File: config.mk
export PLATFORM = sky130hd
export DESIGN_NAME = fetch_unit
export DESIGN_NICKNAME = d
export VERILOG_FILES = /design/src/rtl/fetch_unit.sv
export SDC_FILE = /design/constraint.sdc
export NUM_CORES = 1
export LEC_CHECK = 0
export CAP_MARGIN = 15
export CELL_PAD_IN_SITES_DETAIL_PLACEMENT = 1
export CELL_PAD_IN_SITES_GLOBAL_PLACEMENT = 1
export CORE_MARGIN = 10
export CORE_UTILIZATION = 31
export CTS_CLUSTER_DIAMETER = 60
export DETAILED_ROUTE_END_ITERATION = 8
export PLACE_DENSITY = 0.63
export SLEW_MARGIN = 10
export SYNTH_ARGS = -nofsm -noshare
export SYNTH_HDL_FRONTEND = slang
export SYNTH_SLANG_ARGS = --single-unit
export TNS_END_PERCENT = 30
File: constraint.sdc
create_clock -name CLK -period 10.1 [get_ports CLK]
set_clock_uncertainty 0.2 [all_clocks]
set_input_delay 2.02 -clock CLK [delete_from_list [all_inputs] [get_ports CLK]]
set_output_delay 2.02 -clock CLK [all_outputs]
set_load 0.02 [all_outputs]
File: src/rtl/fetch_unit.sv
// fetch_unit: instruction-fetch stage plus the IF/ID pipeline register.
//
// Keeps the fetch address and drives a request/ready handshake to the
// instruction memory. It handles hazard-unit stalls with a one-entry skid
// buffer and EX-stage redirects. A redirect that arrives while a request is
// still in flight goes through a SQUASH state: the address is not dropped
// until the memory has answered, and that stale answer is then thrown away.
//
// Ports:
//   CLK, RESET            clock; asynchronous active-high reset
//   IMEM_REQ/ADDR         fetch request to instruction memory
//   IMEM_READY/RDATA      memory completion and instruction word
//   STALL                 hold IF/ID contents
//   BRANCH_TAKEN/TARGET   one-cycle redirect pulse and its target
//   INSTRUCTION, PC,      IF/ID register outputs; invalid slots carry a NOP
//   PC_PLUS4, VALID
module fetch_unit #(
  parameter logic [31:0] RESET_PC  = 32'h0000_0000,
  parameter logic [31:0] NOP_INSTR = 32'h0000_0013
) (
  input  logic        CLK,
  input  logic        RESET,
  output logic        IMEM_REQ,
  output logic [31:0] IMEM_ADDR,
  input  logic        IMEM_READY,
  input  logic [31:0] IMEM_RDATA,
  input  logic        STALL,
  input  logic        BRANCH_TAKEN,
  input  logic [31:0] BRANCH_TARGET,
  output logic [31:0] INSTRUCTION,
  output logic [31:0] PC,
  output logic [31:0] PC_PLUS4,
  output logic        VALID
);

  // REQ: requesting ADDR. SQUASH: requesting ADDR, response to be dropped.
  // HOLD: skid buffer full, no request outstanding.
  typedef enum logic [1:0] {
    ST_REQ    = 2'd0,
    ST_SQUASH = 2'd1,
    ST_HOLD   = 2'd2
  } state_t;

  state_t      state_q, state_d;
  logic [31:0] addr_q, addr_d;
  logic [31:0] pend_tgt_q, pend_tgt_d;
  logic [31:0] skid_instr_q, skid_instr_d;
  logic [31:0] skid_pc_q, skid_pc_d;
  logic [31:0] instr_q, instr_d;
  logic [31:0] pc_q, pc_d;
  logic [31:0] pc_plus4_q, pc_plus4_d;
  logic        valid_q, valid_d;

  logic        handshake;
  logic [31:0] target;
  logic        load;
  logic [31:0] load_instr;
  logic [31:0] load_pc;

  assign IMEM_REQ  = ((state_q == ST_REQ) || (state_q == ST_SQUASH)) && !RESET;
  assign IMEM_ADDR = addr_q;
  assign handshake = IMEM_REQ && IMEM_READY;
  // Targets are always word aligned.
  assign target    = BRANCH_TARGET & ~32'h3;

  always_comb begin
    state_d      = state_q;
    addr_d       = addr_q;
    pend_tgt_d   = pend_tgt_q;
    skid_instr_d = skid_instr_q;
    skid_pc_d    = skid_pc_q;
    load         = 1'b0;
    load_instr   = IMEM_RDATA;
    load_pc      = addr_q;

    case (state_q)
      ST_REQ: begin
        if (BRANCH_TAKEN) begin
          if (handshake) begin
            addr_d = target;
          end else begin
            // The request in flight must still complete; remember the target.
            pend_tgt_d = target;
            state_d    = ST_SQUASH;
          end
        end else if (handshake) begin
          addr_d = addr_q + 32'd4;
          if (STALL) begin
            skid_instr_d = IMEM_RDATA;
            skid_pc_d    = addr_q;
            state_d      = ST_HOLD;
          end else begin
            load = 1'b1;
          end
        end
      end
      ST_SQUASH: begin
        if (handshake) begin
          addr_d  = BRANCH_TAKEN ? target : pend_tgt_q;
          state_d = ST_REQ;
        end else if (BRANCH_TAKEN) begin
          pend_tgt_d = target;
        end
      end
      ST_HOLD: begin
        if (BRANCH_TAKEN) begin
          addr_d  = target;
          state_d = ST_REQ;
        end else if (!STALL) begin
          load       = 1'b1;
          load_instr = skid_instr_q;
          load_pc    = skid_pc_q;
          state_d    = ST_REQ;
        end
      end
      default: state_d = ST_REQ;
    endcase

    // IF/ID update: flush beats stall, stall beats load, else a bubble.
    instr_d    = instr_q;
    pc_d       = pc_q;
    pc_plus4_d = pc_plus4_q;
    valid_d    = valid_q;
    if (BRANCH_TAKEN) begin
      valid_d = 1'b0;
      instr_d = NOP_INSTR;
    end else if (STALL) begin
      valid_d = valid_q;
    end else if (load) begin
      valid_d    = 1'b1;
      instr_d    = load_instr;
      pc_d       = load_pc;
      pc_plus4_d = load_pc + 32'd4;
    end else begin
      valid_d = 1'b0;
      instr_d = NOP_INSTR;
    end
  end

  always_ff @(posedge CLK or posedge RESET) begin
    if (RESET) begin
      state_q      <= ST_REQ;
      addr_q       <= RESET_PC;
      pend_tgt_q   <= 32'h0;
      skid_instr_q <= NOP_INSTR;
      skid_pc_q    <= 32'h0;
      instr_q      <= NOP_INSTR;
      pc_q         <= 32'h0;
      pc_plus4_q   <= 32'h0;
      valid_q      <= 1'b0;
    end else begin
      state_q      <= state_d;
      addr_q       <= addr_d;
      pend_tgt_q   <= pend_tgt_d;
      skid_instr_q <= skid_instr_d;
      skid_pc_q    <= skid_pc_d;
      instr_q      <= instr_d;
      pc_q         <= pc_d;
      pc_plus4_q   <= pc_plus4_d;
      valid_q      <= valid_d;
    end
  end

  assign INSTRUCTION = instr_q;
  assign PC          = pc_q;
  assign PC_PLUS4    = pc_plus4_q;
  assign VALID       = valid_q;

endmodule
==> out/qor.txt, run 1 <==
Outcome: finished, final reports clean
Hold Crit Class: register to register
Clock Latency Late Sink: 0.56 ns
Finished Cell Area: 15100 µm²
Layout cells sized above 1: 14.1%
Starting density of the core: 31.3%
Largest net degree at the start of global routing: 104
Mean cell area of the mapped netlist: 10.1 µm²
Slew @ Worst Pin: 0.970 ns
Post-DP Area: 14100 µm²
Post-DR vias/cell: 5.30
Power per cell area: 304 nW/µm²
Crit path DAT: 6.21 ns
Die Ht: 215 µm
Area delta synth->final: 29.0%
Post-DRT Antenna Nets: 0
Vias in the first global route: 10300
Worst Setup End Kind: register
Critical path peak fanout: 71
Cts hold-fix bufs: 0
Pleak: 6.25 nW
Die span in x: 215 µm
Startpoint class of the critical path: input pin
Post-Syn Instances: 1167
Drt total wl: 40000 µm
Total track usage: 17.0%
FP Rows: 71
Most common flop cell mapped by yosys: dfrtp_1
Final Wtd Congestion: 0.817
Post-synth ARST share: 100%
NumNets Final: 1397
DRT iter0 DRCs: 513
DRC violations left: 0
Slew margin rel.: 35.3%
Hpwl dp: 28200 µm
Fin Hold WS: 0.275 ns
Clk slew on worst S/H paths: 0.06 ns
Routed vias: 9860
CTS Sinks: 225
GRT overflow: 0
Synthesized net count: 1242
Fin. max-slew vios: 0
Clock Tree Root: clkbuf_16
Leading cell type in the layout, fill and taps excluded: dfrtp_1
Synth Cell Area: 11700 µm²
Max-Cap Viols: 0
Global-route wire length before repair: 63200 µm
Critical path class: input pin to register
Final setup fails: 0
Post-synthesis sequential area ratio: 48.1%
TritonCTS clock tree: yes
Minimum clock period: 5.97 ns
Period utilisation layout: 59.1%
Post-CTS Setup Inserts: 0
Setup TNS: 0 ns
Syn. warnings: 0
Netlist cell types: 69
Number of flops mapped to enable cells by yosys: 0
Number of synthesized register bits: 225
WL/cell: 21.5 µm
Req. time, crit path: 10.34 ns
CORE AREA: 37500 µm²
RSZ-0062 raised after global routing: false
Peak supply drop: 149 µV
Achievable frequency: 0.168 GHz
Num CTS Buffers: 30
Clock Path Buffers: 3
Post-CTS sizing: 0
Die area: 46000 µm²
Detailed Routing Iterations Pass 1: 5
CTS H-tree depth: 1
Final Hold Fails: 0
Initial antenna violation count: 0
IO Port Bufs: 196
Most frequent cells in the layout: 219 x dfrtp_1, 195 x clkdlybuf4s50_1, 156 x nand2_1
Ports: 199
metrics by stage:
stage | power (W) | std cells | util (%) | setup WS [ns]
2_1_floorplan | 0.00274 | 1167 | - | 1.73
3_3_place_gp | 0.00353 | 1801 | 37.7 | 3.60
3_5_place_dp | 0.00358 | 1801 | 37.7 | 3.53
4_1_cts | 0.00465 | 1857 | 40.3 | 4.14
5_1_grt | 0.00491 | 1857 | 40.3 | 3.88
6_report | 0.00460 | 1859 | 40.4 | 4.13
cell usage after synthesis, drive strengths merged, types with 14 or more instances:
library cell,instances,share of area (%)
a21o,14,0.90
a21oi,43,1.8
a22oi,22,1.4
buf,22,0.93
clkbuf,69,2.2
dfrtp,219,47
mux2,96,9.2
mux2i,71,6.1
nand2,157,5.0
nand3,41,1.7
nand4,15,0.80
nor2,43,1.4
nor3,24,1.0
nor4,16,0.98
o21ai,93,4.0
path summary, 6_finish.rpt:
path / start / endpoint / slack [ns] / cells after the start
max: BRANCH_TAKEN / PC_PLUS4[28] / 4.13 / 12
min: PC[25] / PC[25] / 0.28 / 1
max reg2reg: state_q[0] / PC_PLUS4[28] / 5.55 / 12
min reg2reg: PC[25] / PC[25] / 0.28 / 1
max in group asynchronous: RESET / skid_instr_q[10] / 6.47 / 3
min in group asynchronous: RESET / IMEM_ADDR[13] / 1.86 / 2
power breakdown:
part | internal, W | switching, W
Combinational | 0.000855 | 0.00104
Clock | 0.000622 | 0.000418
Sequential | 0.00127 | 0.000391
flip-flops by register name, summed over array words and instances, names as in the netlist:
name / count
IMEM_ADDR: 32
INSTRUCTION: 32
PC: 32
pend_tgt_q: 32
skid_instr_q: 32
skid_pc_q: 32
PC_PLUS4: 30
state_q: 2
VALID: 1
layer usage:
layer	vias to the layer above	routed length [µm]	track usage, %
met5	-	0	0
li1	4614	-	-
met4	0	637	3.64
met3	41	2190	3.51
met2	227	18000	26.5
met1	4978	19200	23.7
final cells by class:
| type | instances | area (µm²) |
|---|---|---|
| clock inverter | 11 | 86.3 |
| inverter | 13 | 56.3 |
| fill | 4233 | 22400 |
| sequential | 225 | 5640 |
| multi-input combinational | 838 | 5710 |
| tap | 511 | 639 |
| clock buffer | 45 | 907 |
| timing repair buffer | 214 | 2090 |
| antenna | 2 | 5.00 |
cell families after synthesis:
kind of cell / synth area share [%]
xor gates and xnor gates: 1.27
muxes: 15.3
DFF: 48.1
buffers and inverters: 3.55
AOI/OAI and AO/OA: 16.7
and+or+nand+nor: 14.6
adders and majority gates: 0.640
critical path, cell delays in order:
cell and delay [ns]:
buf_2 0.08, buf_4 0.61, or3b_2 0.25, buf_4 0.61, mux2i_1 0.33, inv_1 0.13
ha_1 0.33, inv_1 0.15, or4_1 0.59, a211o_1 0.36, or3_1 0.39, a221o_1 0.30
No activity file was read; power rests on OpenSTA's default activity.
==> inputs of run 2 (changes only) <==
==> constraint.sdc (replaced) <==
create_clock -name CLK -period 5.5 [get_ports CLK]
set_clock_uncertainty 0.2 [all_clocks]
set_input_delay 1.1 -clock CLK [delete_from_list [all_inputs] [get_ports CLK]]
set_output_delay 1.1 -clock CLK [all_outputs]
set_load 0.02 [all_outputs]
==> run 2 against run 1 <==
Via count rose by 0.76%. Core utilization rose by 0.30 points. Sequential power rose by 84%. Largest power group unchanged. First-iteration DRC count rose by 21%. Worst hold slack got worse by 0.00098 ns.
==> out/qor.txt, run 2 (synthesis gave the netlist of run 1 again) <==
Outcome: finished, final reports clean (unchanged)
Final Util: 40.7% (was 40.4%)
Req. time, crit path: 5.74 ns (was 10.34 ns)
Drt total wl: 41000 µm (was 40000 µm)
Period utilisation layout: 79.2%
Total track usage: 17.3% (was 17.0%)
Largest net degree at the start of global routing: 129 (was 104)
DRC violations left: 0 (unchanged)
Power per cell area: 559 nW/µm² (was 304 nW/µm²)
Clock Path Buffers: 3 (unchanged)
Fin. max-slew vios: 0 (unchanged)
Starting density of the core: 31.3% (unchanged)
Peak supply drop: 270 µV (was 149 µV)
Final setup fails: 0 (unchanged)
Layout cells sized above 1: 14.9% (was 14.1%)
CTS Sinks: 225 (unchanged)
Setup crit start: STALL (was BRANCH_TAKEN)
Worst Setup End Kind: register (unchanged)
Switching Power: 0.00345 W (was 0.00185 W)
Critical path class: input pin to register (unchanged)
Ports: 199 (unchanged)
Post-CTS Setup Inserts: 0 (unchanged)
Cell internal pwr: 0.00507 W (was 0.00275 W)
Global-route wire length before repair: 64100 µm (was 63200 µm)
Worst r2r src: state_q[0] (unchanged)
Num CTS Buffers: 31 (was 30)
Post-DRT Antenna Nets: 0 (unchanged)
TritonCTS clock tree: yes (unchanged)
CTS H-tree depth: 1 (unchanged)
Worst reg2reg path depth: 12 (unchanged)
Hpwl dp: 29400 µm (was 28200 µm)
Sequential share of power: 35.9% (was 36.1%)
CP dominant cell by count: inv_1
Critical Path, Cell by Cell: clkdlybuf4s50_1, or3b_2, mux2i_1, buf_4, inv_1, ha_1, inv_1, or4_1, a211o_1, or3_1, a221o_1 (was buf_2, buf_4, or3b_2, buf_4, mux2i_1, inv_1, ha_1, inv_1, or4_1, a211o_1, or3_1, a221o_1)
Slew @ Worst Pin: 1.04 ns (was 0.970 ns)
Critical path peak fanout: 8 (was 71)
Clock Latency Late Sink: 0.57 ns (was 0.56 ns)
Switching share of total power: 40.5% (was 40.3%)
Final Hold Fails: 0 (unchanged)
Combinational Power Share: 41.5% (was 41.3%)
Hold Crit Class: register to register (unchanged)
Clk slew on worst S/H paths: 0.05 ns (was 0.06 ns)
Startpoint class of the critical path: input pin (unchanged)
Minimum clock period: 4.36 ns
Crit path DAT: 4.59 ns (was 6.21 ns)
FP Rows: 71 (unchanged)
Routed vias: 9935 (was 9860)
Flop-to-flop setup slack: 1.35 ns (was 5.55 ns)
Area delta synth->final: 29.9% (was 29.0%)
Pleak: 6.30 nW (was 6.25 nW)
NumNets Final: 1407 (was 1397)
RSZ-0062 raised after global routing: false (unchanged)
Achievable frequency: 0.230 GHz
Tot Pwr: 0.00852 W (was 0.00460 W)
Initial antenna violation count: 1 (was 0)
Slowest stage cell, crit path: or4_1 (was buf_4)
CORE AREA: 37500 µm² (unchanged)
Post-DR vias/cell: 5.32 (was 5.30)
Leading cell type in the layout, fill and taps excluded: dfrtp_1 (unchanged)
Die Ht: 215 µm (unchanged)
WL/cell: 22.0 µm (was 21.5 µm)
DRT iter0 DRCs: 620 (was 513)
Most frequent cells in the layout: 219 x dfrtp_1, 195 x clkdlybuf4s50_1, 156 x nand2_1 (unchanged)
Vias in the first global route: 10400 (was 10300)
Final std cells w/o fill: 1867 (was 1859)
Slew margin rel.: 29.5% (was 35.3%)
Clock Tree Root: clkbuf_16 (unchanged)
Die area: 46000 µm² (unchanged)
Cts hold-fix bufs: 0 (unchanged)
Clock power frac: 22.6% (about the same)
Max-Cap Viols: 0 (unchanged)
Capturing point of the worst reg2reg path: PC_PLUS4[28] (unchanged)
Die span in x: 215 µm (unchanged)
Post-CTS sizing: 0 (unchanged)
# diodes: 0 (was 2)
IO Port Bufs: 196 (unchanged)
Setup TNS: 0 ns (unchanged)
Detailed Routing Iterations Pass 1: 4 (was 5)
Final Wtd Congestion: 0.807 (was 0.817)
Setup crit end: PC_PLUS4[28] (unchanged)
GRT overflow: 0 (unchanged)
Slowest stage delay, CP: 0.59 ns (was 0.61 ns)
Dpl cells: 1810 (was 1801)
-- run 2: critical path, delay by kind of cell --
family,cells,cell delay (ns)
compound gates,2,0.67
fa+ha+maj,1,0.31
buf+inv,4,0.82
mux,1,0.15
simple gates,3,1.53
-- run 2: cell type report --
class,instances,area [µm²]
Clock buffer,38,842
Tap cell,511,639
Clock inverter,19,146
Timing Repair Buffer,223,2210
Multi-Input combinational cell,838,5710
Sequential cell,225,5640
Inverter,13,52.6
Fill cell,4166,22200
-- run 2: metal layers --
layer	global-route usage (%)	up-vias	wire [µm]
met5	0	-	13
met4	3.38	2	539
met3	3.55	39	1930
met2	26.9	194	18500
met1	24.4	5065	20000
li1	-	4635	-
-- run 2: through the flow --
step	area [µm²]	hold slack (ns)	setup WS (ns)
6_report	15200	0.274	1.14
5_1_grt	15200	0.303	1.05
4_1_cts	15200	0.277	1.16
3_5_place_dp	14300	0.269	0.548
3_3_place_gp	14300	0.261	0.625
2_1_floorplan	11700	0.251	0.782
-- run 2: how the worst min path moves through the flow --
stage / start / to / cells after the start
2_1_floorplan: pend_tgt_q[12] / pend_tgt_q[12] / 2
3_3_place_gp: PC_PLUS4[3] / PC_PLUS4[3] / 2
3_5_place_dp: PC_PLUS4[10] / PC_PLUS4[10] / 2
4_1_cts: PC[31] / PC[31] / 1
5_1_grt: PC[31] / PC[31] / 1
6_report: PC_PLUS4[10] / PC_PLUS4[10] / 2
-- run 2: power by group through the flow --
stage               Combinational, W  Sequential, W  Clock, W
finish                       0.00354        0.00306   0.00193
global route                 0.00387        0.00316   0.00206
CTS                          0.00359        0.00305   0.00197
detailed placement           0.00358        0.00308         0
global placement             0.00350        0.00304         0
floorplan                    0.00189        0.00314         0
==> inputs of run 3 (changes only) <==
==> constraint.sdc (replaced) <==
create_clock -name CLK -period 4.2 [get_ports CLK]
set_clock_uncertainty 0.2 [all_clocks]
set_input_delay 0.84 -clock CLK [delete_from_list [all_inputs] [get_ports CLK]]
set_output_delay 0.84 -clock CLK [all_outputs]
set_load 0.02 [all_outputs]
==> run 3 against run 2 <==
Core utilization rose by 0.42 points. Clock-buffer cell count up 3. First-iteration DRC count down 5.0%. Worst hold slack better by 0.00077 ns. Sequential power increased by 30%. Via count is 0.94% higher. Final cell count rose by 0.70%. Critical endpoint is now IMEM_REQ. Largest cell class unchanged.
==> out/qor.txt, run 3 (synthesis gave the netlist of run 1 again) <==
Initial antenna violation count: 0 (was 1)
Dpl cells: 1823 (was 1810)
IO Port Bufs: 196 (unchanged)
Total track usage: 17.2% (was 17.3%)
Global-route wire length before repair: 63900 µm (was 64100 µm)
Final std cells w/o fill: 1880 (was 1867)
Clock Tree Root: clkbuf_16 (unchanged)
CTS Sinks: 225 (unchanged)
Final Hold Fails: 0 (unchanged)
Peak supply drop: 523 µV (was 270 µV)
FP Rows: 71 (unchanged)
Hold Crit Class: register to register (unchanged)
Clock Path Buffers: 3 (unchanged)
CORE AREA: 37500 µm² (unchanged)
Max-Cap Viols: 0 (unchanged)
Tot Pwr: 0.0113 W (was 0.00852 W)
Startpoint class of the critical path: register (was input pin)
Worst Setup End Kind: primary output (was register)
Fillers: 4180 (was 4166)
Setup TNS: 0 ns (unchanged)
Critical path peak fanout: 16 (was 8)
Power per cell area: 732 nW/µm² (was 559 nW/µm²)
Die area: 46000 µm² (unchanged)
Die span in x: 215 µm (unchanged)
Minimum clock period: 3.71 ns
Starting density of the core: 31.3% (unchanged)
DRC violations left: 0 (unchanged)
Post-DR vias/cell: 5.33 (was 5.32)
Final setup fails: 0 (unchanged)
Layout cells sized above 1: 15.6% (was 14.9%)
CP dominant cell by count: nor2_1 (was inv_1)
Ports: 199 (unchanged)
Slew @ Worst Pin: 0.928 ns (was 1.04 ns)
# diodes: 0 (unchanged)
Pleak: 6.39 nW (was 6.30 nW)
Area delta synth->final: 31.3% (was 29.9%)
Hpwl dp: 29400 µm (about the same)
Most frequent cells in the layout: 219 x dfrtp_1, 195 x clkdlybuf4s50_1, 156 x nand2_1 (unchanged)
Post-CTS sizing: 0 (unchanged)
Slowest stage cell, crit path: ha_1 (was or4_1)
Clk slew on worst S/H paths: 0.05 ns (about the same)
Num CTS Buffers: 31 (unchanged)
Drt total wl: 40800 µm (was 41000 µm)
Achievable frequency: 0.270 GHz
Post-CTS Setup Inserts: 0 (unchanged)
WL/cell: 21.7 µm (was 22.0 µm)
NumNets Final: 1420 (was 1407)
Leading cell type in the layout, fill and taps excluded: dfrtp_1 (unchanged)
Detailed Routing Iterations Pass 1: 4 (unchanged)
Multi-input gate area: 5710 µm² (about the same)
Cts hold-fix bufs: 0 (unchanged)
Critical path class: register to primary output (was input pin to register)
TritonCTS clock tree: yes (unchanged)
Post-DRT Antenna Nets: 0 (unchanged)
Reg area: 5640 µm² (unchanged)
Vias in the first global route: 10400 (about the same)
Final Util: 41.1% (was 40.7%)
Crit path DAT: 2.67 ns (was 4.59 ns)
CTS H-tree depth: 1 (unchanged)
Final Wtd Congestion: 0.818 (was 0.807)
Slew margin rel.: 38.1% (was 29.5%)
Outcome: finished, final reports clean (unchanged)
Period utilisation layout: 88.3%
DRT iter0 DRCs: 589 (was 620)
Largest net degree at the start of global routing: 82 (was 129)
Die Ht: 215 µm (unchanged)
Clock Latency Late Sink: 0.57 ns (about the same)
Fin. max-slew vios: 0 (unchanged)
RSZ-0062 raised after global routing: false (unchanged)
GRT overflow: 0 (unchanged)
Routed vias: 10000 (was 9935)
Critical Path, Cell by Cell: inv_1, ha_1, nor2_1, nor2_1, clkdlybuf4s50_1 (was clkdlybuf4s50_1, or3b_2, mux2i_1, buf_4, inv_1, ha_1, inv_1, or4_1, a211o_1, or3_1, a221o_1)
Slowest stage delay, CP: 0.62 ns (was 0.59 ns)
Req. time, crit path: 3.16 ns (was 5.74 ns)
==> run 3: cell count changes in the layout (fill, tap and decap cells not counted), sizes merged <==
cell | previous run | this run
inv | 14 | 15
bufinv | 1 | 2
buf | 28 | 41
clkinvlp | 7 | 4
clkbuf | 38 | 41
clkinv | 10 | 8
==> run 3: power by group <==
part	internal (W)	switching [W]	total, W
Clock	0.00157	0.00102	0.00259
Sequential	0.00306	0.000927	0.00398
Combinational	0.00213	0.00257	0.00470
Total	0.00675	0.00452	0.0113
==> run 3: critical path, delay by kind of cell, from the launching register on <==
kind	cells	cell delay [ns]
buffers and inverters	2	0.73
adder cells (fa/ha/maj)	1	0.62
flip-flops	1	0.46
AND/OR/NAND/NOR	2	0.29
==> run 3: stage by stage <==
stage / worst slack [ns] / hold WS [ns] / instance area [µm²]
6_report: 0.490 / 0.275 / 15400
5_1_grt: 0.280 / 0.297 / 15400
4_1_cts: 0.451 / 0.282 / 15400
3_5_place_dp: 0.00537 / 0.270 / 14400
3_3_place_gp: 0.0475 / 0.262 / 14400
2_1_floorplan: -0.258 / 0.251 / 11700
==> run 3: worst paths after layout <==
kind / start / end / slack [ns] / cells after the start
setup / recovery: state_q[1] / IMEM_REQ / 0.49 / 5
hold / removal: PC[31] / PC[31] / 0.28 / 1
setup reg to reg: state_q[0] / PC_PLUS4[28] / 0.52 / 11
hold reg to reg: PC[31] / PC[31] / 0.28 / 1
max in group asynchronous: RESET / pend_tgt_q[30] / 2.25 / 3
min in group asynchronous: RESET / pend_tgt_q[1] / 0.68 / 2
==> run 3: per-layer routing <==
layer	vias up	track usage [%]	part of all wire, %
li1	4668	-	-
met1	5120	24.3	48
met2	201	26.4	45
met3	39	3.40	4.8
met4	0	4.16	1.7
met5	-	0	0
==> run 3: layout make-up <==
class	count	share of cell area, %
multi-input combinational	838	37.1
sequential	225	36.6
timing repair buffer	236	15.2
clock buffer	41	5.61
tap	511	4.15
clock inverter	16	1.02
inverter	13	0.341
